### config.mk
export PLATFORM = sky130hd
export DESIGN_NAME = demux12_stream
export DESIGN_NICKNAME = d
export VERILOG_FILES = /design/src/rtl/demux12_pkg.sv /design/src/rtl/demux12_slot.sv /design/src/rtl/demux12_stream.sv
export SDC_FILE = /design/constraint.sdc
export NUM_CORES = 1
export LEC_CHECK = 0
export ABC_CLOCK_PERIOD_IN_PS = 2150
export CAP_MARGIN = 20
export CORE_MARGIN = 1
export CORE_UTILIZATION = 42
export DETAILED_ROUTE_END_ITERATION = 10
export GPL_ROUTABILITY_DRIVEN = 0
export GPL_TIMING_DRIVEN = 0
export PLACE_DENSITY = 0.91
export SLEW_MARGIN = 10
export SYNTH_ARGS = -nofsm -noshare
export SYNTH_HDL_FRONTEND = slang
export SYNTH_HIERARCHICAL = 1
export SYNTH_SLANG_ARGS = --single-unit
### constraint.sdc
create_clock -name clk -period 2.15 [get_ports clk]
set_input_delay 0.43 -clock clk [delete_from_list [all_inputs] [get_ports clk]]
set_output_delay 0.43 -clock clk [all_outputs]
set_load 0.005 [all_outputs]
### src/rtl/demux12_pkg.sv
// Shared types and constants for the demux12_stream two-port demultiplexer.
package demux12_pkg;

  typedef enum logic {
    EMPTY = 1'b0,
    FULL  = 1'b1
  } slot_state_e;

  localparam int unsigned DEMUX12_CNT_W = 16;

  localparam logic PORT_A = 1'b0;
  localparam logic PORT_B = 1'b1;

endpackage

### src/rtl/demux12_slot.sv
// One-entry register slice: holds a single word, drained by a valid/ready output handshake.
module demux12_slot
  import demux12_pkg::*;
#(
  parameter int unsigned WIDTH = 8
) (
  input  logic             clk,
  input  logic             reset,
  input  logic             i_load,
  input  logic [WIDTH-1:0] i_load_data,
  input  logic             i_ready,
  output logic             o_valid,
  output logic [WIDTH-1:0] o_data,
  output logic             o_drain,
  output logic             o_can_load
);

  slot_state_e      r_state;
  slot_state_e      w_state_next;
  logic [WIDTH-1:0] r_data;
  logic             w_drain;

  always_comb begin
    w_drain      = (r_state == FULL) && i_ready;
    w_state_next = r_state;
    // A load in the same cycle as a drain keeps the slot FULL with the new word.
    if (i_load) begin
      w_state_next = FULL;
    end else if (w_drain) begin
      w_state_next = EMPTY;
    end
  end

  always_ff @(posedge clk) begin
    if (reset) begin
      r_state <= EMPTY;
      r_data  <= '0;
    end else begin
      r_state <= w_state_next;
      if (i_load) begin
        r_data <= i_load_data;
      end
    end
  end

  assign o_valid    = (r_state == FULL);
  assign o_data     = r_data;
  assign o_drain    = w_drain;
  assign o_can_load = (r_state == EMPTY) || i_ready;

endmodule

### src/rtl/demux12_stream.sv
// Valid/ready 1-to-2 stream demultiplexer with a one-entry slot per output port.
// Optional per-port delivered-word counters when DEMUX12_STREAM_COUNT_EN is defined.
module demux12_stream
  import demux12_pkg::*;
#(
  parameter int unsigned WIDTH = 8
) (
  input  logic                     clk,
  input  logic                     reset,
  input  logic                     in_valid,
  output logic                     in_ready,
  input  logic [WIDTH-1:0]         in_data,
  input  logic                     in_sel,
  output logic                     a_valid,
  input  logic                     a_ready,
  output logic [WIDTH-1:0]         a_data,
`ifdef DEMUX12_STREAM_COUNT_EN
  output logic [DEMUX12_CNT_W-1:0] cnt_a,
  output logic [DEMUX12_CNT_W-1:0] cnt_b,
`endif
  output logic                     b_valid,
  input  logic                     b_ready,
  output logic [WIDTH-1:0]         b_data
);

  logic w_can_load_a;
  logic w_can_load_b;
  logic w_drain_a;
  logic w_drain_b;
  logic w_xfer;
  logic w_load_a;
  logic w_load_b;

  assign in_ready = !reset && ((in_sel == PORT_B) ? w_can_load_b : w_can_load_a);
  assign w_xfer   = in_valid && in_ready;
  assign w_load_a = w_xfer && (in_sel == PORT_A);
  assign w_load_b = w_xfer && (in_sel == PORT_B);

  demux12_slot #(
    .WIDTH (WIDTH)
  ) u_slot_a (
    .clk         (clk),
    .reset       (reset),
    .i_load      (w_load_a),
    .i_load_data (in_data),
    .i_ready     (a_ready),
    .o_valid     (a_valid),
    .o_data      (a_data),
    .o_drain     (w_drain_a),
    .o_can_load  (w_can_load_a)
  );

  demux12_slot #(
    .WIDTH (WIDTH)
  ) u_slot_b (
    .clk         (clk),
    .reset       (reset),
    .i_load      (w_load_b),
    .i_load_data (in_data),
    .i_ready     (b_ready),
    .o_valid     (b_valid),
    .o_data      (b_data),
    .o_drain     (w_drain_b),
    .o_can_load  (w_can_load_b)
  );

`ifdef DEMUX12_STREAM_COUNT_EN
  localparam logic [DEMUX12_CNT_W-1:0] CntOne = 1;

  logic [DEMUX12_CNT_W-1:0] r_cnt_a;
  logic [DEMUX12_CNT_W-1:0] r_cnt_b;

  // Reset takes priority, so a handshake in a reset cycle is never counted.
  always_ff @(posedge clk) begin
    if (reset) begin
      r_cnt_a <= '0;
      r_cnt_b <= '0;
    end else begin
      if (w_drain_a) r_cnt_a <= r_cnt_a + CntOne;
      if (w_drain_b) r_cnt_b <= r_cnt_b + CntOne;
    end
  end

  assign cnt_a = r_cnt_a;
  assign cnt_b = r_cnt_b;
`else
  logic w_unused_drain;
  assign w_unused_drain = w_drain_a ^ w_drain_b;
`endif

endmodule
### Yosys cells after proc, flatten, opt, wreduce, memory -nomap -nowiden

Index checks and enable logic that the tools add are counted.

* reductions and logical operators: 11
* bitwise operators: 3
* muxes and demuxes: 5

Operator list (count)
* $logic_and 1x1->1: 6
* $mux 1: 5
* $reduce_bool 2->1: 2
* $not 1->1: 3
* $logic_or 1x1->1: 2
* $logic_not 1->1: 1

* logic and storage cells: 23
* bits in registers: 18
* input bits: 14
* output and inout bits: 19

### Longest topological paths before layout

Gate-level depths: netlist (run 1).

* word-level depth: 7
* depth in mapped cells: 6

### By module

The synthesis (run 1) kept the hierarchy.

Modules (own cells, without submodules)
* demux12_slot: cells an instance 31, instances 2, area an instance 327.8 µm², sequential area each 180.2 µm²
* demux12_stream: cells an instance 6, instances 1, area an instance 47.5 µm², sequential area each 0.0 µm²

### Worst setup path after synthesis (run 1)

OpenSTA, ideal clock, no wires.

* path type: input -> register
* start point: input port a_ready
* end point: register u_slot_a.r_data[0], in the netlist u_slot_a/o_data[0]
* buffers on the path: 1
* arrival time: 1129 ps
* cell stages on the path: 6
* required time: 2033 ps
* slack: 904 ps
* library setup time: 117 ps
* cells stage by stage: nand2b_1 > nand2b_4 > nor2_1 > buf_6 > mux2i_1 > nor2_1

* word-level cells in the longest chain between the ends: 5

Ends and longest elaborated chain
* start, declared: RTL line demux12_stream.sv:15 `input logic a_ready,`
* $logic_or 1x1->1: RTL line demux12_slot.sv:49 `assign o_can_load = (r_state == EMPTY) || i_ready;`
* $mux 1: RTL line demux12_stream.sv:34 `assign in_ready = !reset && ((in_sel == PORT_B) ? w_can_load_b : w_can_load_a);`
* $logic_and 1x1->1: RTL line demux12_stream.sv:34
* $logic_and 1x1->1: RTL line demux12_stream.sv:35 `assign w_xfer = in_valid && in_ready;`
* $logic_and 1x1->1: RTL line demux12_stream.sv:36 `assign w_load_a = w_xfer && (in_sel == PORT_A);`
* named net w_load_a: RTL line demux12_stream.sv:31 `logic w_load_a;`
* end signal, assigned: RTL line demux12_slot.sv:41 `r_data <= i_load_data;`
* end, declared: RTL line demux12_slot.sv:20 `logic [WIDTH-1:0] r_data;`

The timed path passes the listed nets, and every way through them passes these cells.
A chain may end at the register's enable or synchronous reset.

### Final worst setup path (run 1)

* start point: input port b_ready
* end point: output port in_ready

* word-level cells in the longest chain between the ends: 3

Ends and longest elaborated chain
* start, declared: RTL line demux12_stream.sv:22 `input logic b_ready,`
* $logic_or 1x1->1: RTL line demux12_slot.sv:49
* named net w_can_load_b: RTL line demux12_stream.sv:27 `logic w_can_load_b;`
* $mux 1: RTL line demux12_stream.sv:34
* $logic_and 1x1->1: RTL line demux12_stream.sv:34
* end, declared: RTL line demux12_stream.sv:11 `output logic in_ready,`

The timed path passes the listed nets, and every way through them passes these cells.

==> impl_metrics.json, run 1 <==
{
  "tritoncts.num_buffers": 3,
  "finClkSkew_ns": 0.00280,
  "max_slew.worst_pin.slew_ns": 0.173,
  "critical_path.reg2reg.endpoint": "u_slot_a/o_data[7]",
  "width_of_the_chip_um": 42.6,
  "slew_violations": 0,
  "port_buffers": 32,
  "mostFrequentLayoutCell": "sky130_fd_sc_hd__clkdlybuf4s50_1",
  "drt-pass1-iter-count": 4,
  "placementRows": 14,
  "die_area_um2": 1810,
  "rr_worst_depth": 6,
  "crit_type": "in -> out",
  "top_level_i_o_count": 33,
  "cts-hold-fix-buffers": 0,
  "grt_pass1_vias": 590,
  "cp_cell_sequence": "clkdlybuf4s50_1 -> nand2b_4 -> nand2_2 -> a21oi_2 -> dlymetal6s2s_1",
  "rsz_0062_raised_after_global_routing": "no",
  "post-cts-setup-buffer-count": 0,
  "tritoncts_clock_tree": "done",
  "clock_insertion_delay_worst_skew_ns": 0.29,
  "aggregate_routed_wire_length_mm": 1.51,
  "cts.path.max_buffers": 2,
  "critical_path_peak_fanout": 2,
  "grtUsageTotal_pct": 19.3,
  "wire_length_of_the_first_global_routing_pass_mm": 2.61,
  "multi_input_area_um2": 308,
  "die_height_um": 42.6,
  "dp_hpwl_mm": 1.10,
  "synth.net_count": 80,
  "clk_pin_slew_worst_paths_ns": 0.10,
  "run_status": "completed",
  "cts_max_level": 1,
  "slowest_delay_ns": 0.45,
  "min_from": "u_slot_a/o_data[1]",
  "power_leakage_nw": 0.428,
  "post_drt_wl_per_cell_um": 12.8,
  "setup_violations": 0,
  "syn-instance-count": 66,
  "routed_via_density": 4.64,
  "final_net_count": 117,
  "most-common-layout-cells": "sky130_fd_sc_hd__clkdlybuf4s50_1, sky130_fd_sc_hd__nor2_1, sky130_fd_sc_hd__dfxtp_1",
  "root_buffer": "sky130_fd_sc_hd__clkbuf_4",
  "drtAntennaViolNets": 0,
  "dp.cells": 114,
  "via_count": 548,
  "drc_violation_count_after_routing": 0,
  "synth-warning-count": 6,
  "setup.reg_to_reg.worst_slack_ns": 0.95,
  "utilization_pct": 71.3,
  "end_kind": "output port",
  "num_antenna_cells": 0,
  "mappedNetlistArea_um2": 691,
  "critical_path.startpoint_type": "input pin",
  "seqCellArea_um2": 360,
  "fin_setup_tns_ns": 0,
  "cp.required_ns": 1.72,
  "antenna_found_initial": 0,
  "globalRouteOverflowTotal": 0,
  "final_min_period_over_clock_period_pct": 80.4,
  "hold_class": "reg -> reg",
  "cp_slowest_cell": "sky130_fd_sc_hd__clkdlybuf4s50_1",
  "timing.fmax_mhz": 579,
  "timing.final.crit_period_ns": 1.73,
  "slew-limit-headroom_pct": 88.1,
  "number_of_fillers_in_the_final_layout": 111,
  "peak_supply_drop_uv": 450,
  "clock_sink_count": 18,
  "power_density_nw_per_um2": 606,
  "crit-reg2reg-launch": "u_slot_a/o_valid",
  "hold_viol": 0,
  "endpoint_with_the_worst_hold_slack": "u_slot_a/o_data[1]",
  "crit_arrival_ns": 1.30,
  "area_delta_synth_final_pct": 57.4,
  "layout-drive-gt1-share_pct": 13.7,
  "placeableCoreArea_um2": 1520,
  "post_cts_resize_count": 0,
  "maxCapViolations": 0,
  "initial_core_util_pct": 45.3,
  "drt_iter0_markers": 8,
  "grt_start_max_net_pins": 11,
  "cell_count_of_the_worst_hold_path": 2,
  "layout.cells.non_filler": 118,
  "synthesis.area_per_instance_um2": 10.5
}
## worst max path at each step
stage	from	endpoint	slack (ns)	depth (start not counted)
after floorplan	a_ready	u_slot_a/o_data[0]	0.90	6
after global placement	b_ready	in_ready	0.01	5
after detailed placement	a_ready	in_ready	0.001	5
after CTS	a_ready	in_ready	0.001	5
after global routing	b_ready	in_ready	0.33	5
final	b_ready	in_ready	0.42	5
## through the flow
stage | cell area [um2] | hold slack [ns] | setup WS (ns) | total power, mW
6_report | 1090 | 0.503 | 0.422 | 0.659
5_1_grt | 1090 | 0.530 | 0.333 | 0.685
4_1_cts | 1070 | 0.510 | 0.00119 | 0.663
3_5_place_dp | 1030 | 0.483 | 0.00146 | 0.456
3_3_place_gp | 1030 | 0.470 | 0.0118 | 0.454
2_1_floorplan | 691 | 0.485 | 0.904 | 0.397
## sequential cells by signal, summed over array words and instances (netlist names)
| signal | flops |
|---|---|
| u_slot_a/o_valid | 1 |
| u_slot_b/o_valid | 1 |
| u_slot_b/o_data | 8 |
| u_slot_a/o_data | 8 |
## metal layers
| layer | global-route usage (%) | vias up | wire, um |
|---|---|---|---|
| met3 | 5.60 | 2 | 123 |
| met4 | 9.38 | 0 | 16 |
| li1 | - | 286 | - |
| met1 | 23.5 | 238 | 671 |
| met2 | 31.1 | 22 | 699 |
| met5 | 0 | - | 0 |
## area by class of cell
type                       instances  area share [%]
sequential                        18            33.1
timing repair buffer              32            29.7
multi-input combinational         42            28.3
clock buffer                       4            3.34
buffer                             4            2.99
tap                               16            1.84
inverter                           2           0.690
## critical path: cells and delay by family
family / cells / cell delay, ns
compound gates: 1 / 0.12
simple gates: 2 / 0.18
buf+inv: 2 / 0.58
## where the power goes
part / internal [mW] / switching, mW
clock network: 0.103 / 0.104
logic: 0.0639 / 0.0356
registers: 0.345 / 0.00673
total: 0.512 / 0.147
(Power assumes the default switching activity.)
==> run 2, diff against run 1 <==
- ABC_CLOCK_PERIOD_IN_PS: 2150 -> 1400
- CORE_UTILIZATION: 42 -> 35
- PLACE_DENSITY: 0.91 -> 0.82
- clock period: 2.15 -> 1.4 ns (I/O delays scaled with it)
==> impl_metrics.json, run 2 (synthesis results as in run 1) <==
{
  "run_status": "completed",
  "placementRows": 15,
  "critical_path_peak_fanout": 2,
  "cts-hold-fix-buffers": 0,
  "hold_viol": 0,
  "top_level_i_o_count": 33,
  "grt_most_used_layer": "met2",
  "power.share.clock_pct": 25.8,
  "final_net_count": 126,
  "critical_path.reg2reg.endpoint": "u_slot_b/o_data[6]",
  "timing.critical_path.buf_inv": 2,
  "slew-limit-headroom_pct": 87.9,
  "peak_supply_drop_uv": 554,
  "layout-drive-gt1-share_pct": 33.6,
  "post_drt_wl_per_cell_um": 15.1,
  "use_met3_pct": 5.88,
  "fin_setup_tns_ns": 0,
  "die_height_um": 46.4,
  "globalRouteOverflowTotal": 0,
  "port_buffers": 32,
  "area_delta_synth_final_pct": 73.0,
  "finClkSkew_ns": 0.000999,
  "crit-reg2reg-launch": "u_slot_b/o_valid",
  "postPlaceCellArea_um2": 1040,
  "tritoncts_clock_tree": "done",
  "design_area_um2": 1190,
  "cp_slowest_cell": "sky130_fd_sc_hd__dfxtp_2",
  "grtUsageTotal_pct": 17.6,
  "timing.fmax_mhz": 718,
  "clock_insertion_delay_worst_skew_ns": 0.28,
  "met2_usage_pct": 31.9,
  "clock_sink_count": 18,
  "width_of_the_chip_um": 46.4,
  "slew_violations": 0,
  "cp_cell_sequence": "buf_6 -> nand2b_4 -> nand2b_4 -> a21oi_2 -> buf_2",
  "drc_violation_count_after_routing": 0,
  "rsz_0062_raised_after_global_routing": "yes",
  "critical_path.top_delay_family": "flip-flops",
  "drt_iter0_markers": 2,
  "num_antenna_cells": 0,
  "routed_via_density": 4.74,
  "power.share.combinational_pct": 17.6,
  "max_slew.worst_pin.slew_ns": 0.176,
  "grt_pass1_vias": 629,
  "tritoncts.num_buffers": 3,
  "aggregate_routed_wire_length_mm": 2.04,
  "wire_length_of_the_first_global_routing_pass_mm": 2.66,
  "dp.cells": 123,
  "multi_input_area_um2": 323,
  "final.hold.worst_slack_ns": 0.494,
  "sw_frac_of_total_pct": 23.4,
  "power_density_nw_per_um2": 799,
  "crit_top_cell": "sky130_fd_sc_hd__nand2b_4",
  "dp_hpwl_mm": 1.13,
  "layout.cells.non_filler": 135,
  "cell_count_of_the_worst_hold_path": 2,
  "most-common-layout-cells": "sky130_fd_sc_hd__mux2i_1, sky130_fd_sc_hd__nor2_1, sky130_fd_sc_hd__dfxtp_2",
  "cp.required_ns": 1.12,
  "hold_class": "reg -> reg",
  "grt_start_max_net_pins": 10,
  "critical_path.startpoint_type": "flop",
  "antenna_found_initial": 0,
  "end_kind": "output port",
  "setup_violations": 0,
  "via_count": 640,
  "die_area_um2": 2150,
  "crit_type": "reg -> out",
  "setup.reg_to_reg.worst_slack_ns": 0.06,
  "crit_arrival_ns": 1.11,
  "groute.layer.met1.usage_pct": 18.1,
  "drt-pass1-iter-count": 4,
  "intPower_mw": 0.731,
  "setup.worst_path.start": "u_slot_a/o_valid",
  "clk_pin_slew_worst_paths_ns": 0.10,
  "initial_core_util_pct": 38.7,
  "drtAntennaViolNets": 0,
  "maxCapViolations": 0,
  "final_min_period_over_clock_period_pct": 99.5,
  "cts.path.max_buffers": 2,
  "crit_cells": 5,
  "net_switching_component_of_the_power_mw": 0.224,
  "seqCellArea_um2": 375,
  "cts_max_level": 1,
  "root_buffer": "sky130_fd_sc_hd__clkbuf_4",
  "rr_worst_depth": 8,
  "share_seq_of_total_power_pct": 56.6,
  "timing.final.crit_period_ns": 1.39,
  "number_of_fillers_in_the_final_layout": 132,
  "power_leakage_nw": 0.686,
  "placeableCoreArea_um2": 1780,
  "slowest_delay_ns": 0.34,
  "critical_path_capture_point": "in_ready"
}
run 2: cell types whose count changed in the layout (fill, tap and decap cells not counted), sizes merged:
cell,delta
clkbuf,-1
clkdlybuf4s50,-21
dlymetal6s2s,+10
buf,+10
dlygate4sd2,+10
run 2: timing repair:
| action | in CTS | in global routing |
|---|---|---|
| pin swaps | 2 | 3 |
| cloned | 1 | 1 |
| endpoints found under the hold margin | 0 | 0 |
| gates resized for setup | 32 | 15 |
| buffers inserted | 6 | 1 |
| endpoints found under the setup margin | 19 | 23 |
run 2: cell type report:
class,count,area share [%]
Timing Repair Buffer,41,33.7
Sequential cell,18,31.4
Multi-Input combinational cell,42,27.0
Buffer,4,2.72
Tap cell,25,2.62
Clock buffer,3,1.88
Inverter,2,0.628
run 2: layer usage:
layer  up-vias  part of all wire [%]
met5         -                     0
met4         0                  0.93
met3         4                   7.8
met2        28                    52
met1       303                    39
li1        305                     -
run 2: worst reg2reg max path, stage by stage (launching register included):
cell                       delay [ns]
sky130_fd_sc_hd__dfxtp_2         0.34
sky130_fd_sc_hd__buf_6           0.11
sky130_fd_sc_hd__nand2b_4        0.07
sky130_fd_sc_hd__nand2_4         0.05
sky130_fd_sc_hd__buf_4           0.14
sky130_fd_sc_hd__nor2_4          0.09
sky130_fd_sc_hd__buf_4           0.15
sky130_fd_sc_hd__mux2i_1         0.23
sky130_fd_sc_hd__nor2_1          0.05
run 2: power by group through the flow:
stage	registers, mW	clock network, mW	logic (mW)
2_1_floorplan	0.551	0	0.0586
3_3_place_gp	0.549	0	0.149
3_5_place_dp	0.550	0	0.151
4_1_cts	0.540	0.256	0.160
5_1_grt	0.543	0.278	0.180
6_report	0.541	0.246	0.168
run 2: stage by stage:
stage / worst slack [ns] / power [mW] / utilization, %
after floorplan: 0.303 / 0.610 / -
final: 0.00655 / 0.955 / 67.0
after CTS: 0.00113 / 0.956 / 63.9
after global routing: -0.0477 / 1.00 / 67.0
after global placement: -0.447 / 0.698 / 58.5
after detailed placement: -0.456 / 0.701 / 58.5
run 2: how the worst min path moves through the flow:
stage / startpoint / endpoint / slack [ns]
6_report: u_slot_a/o_data[2] / u_slot_a/o_data[2] / 0.49
5_1_grt: u_slot_b/o_data[3] / u_slot_b/o_data[3] / 0.53
4_1_cts: b_ready / u_slot_b/o_valid / 0.48
3_5_place_dp: u_slot_b/o_data[2] / u_slot_b/o_data[2] / 0.48
3_3_place_gp: u_slot_a/o_data[0] / u_slot_a/o_data[0] / 0.47
2_1_floorplan: in_data[0] / u_slot_a/o_data[0] / 0.43
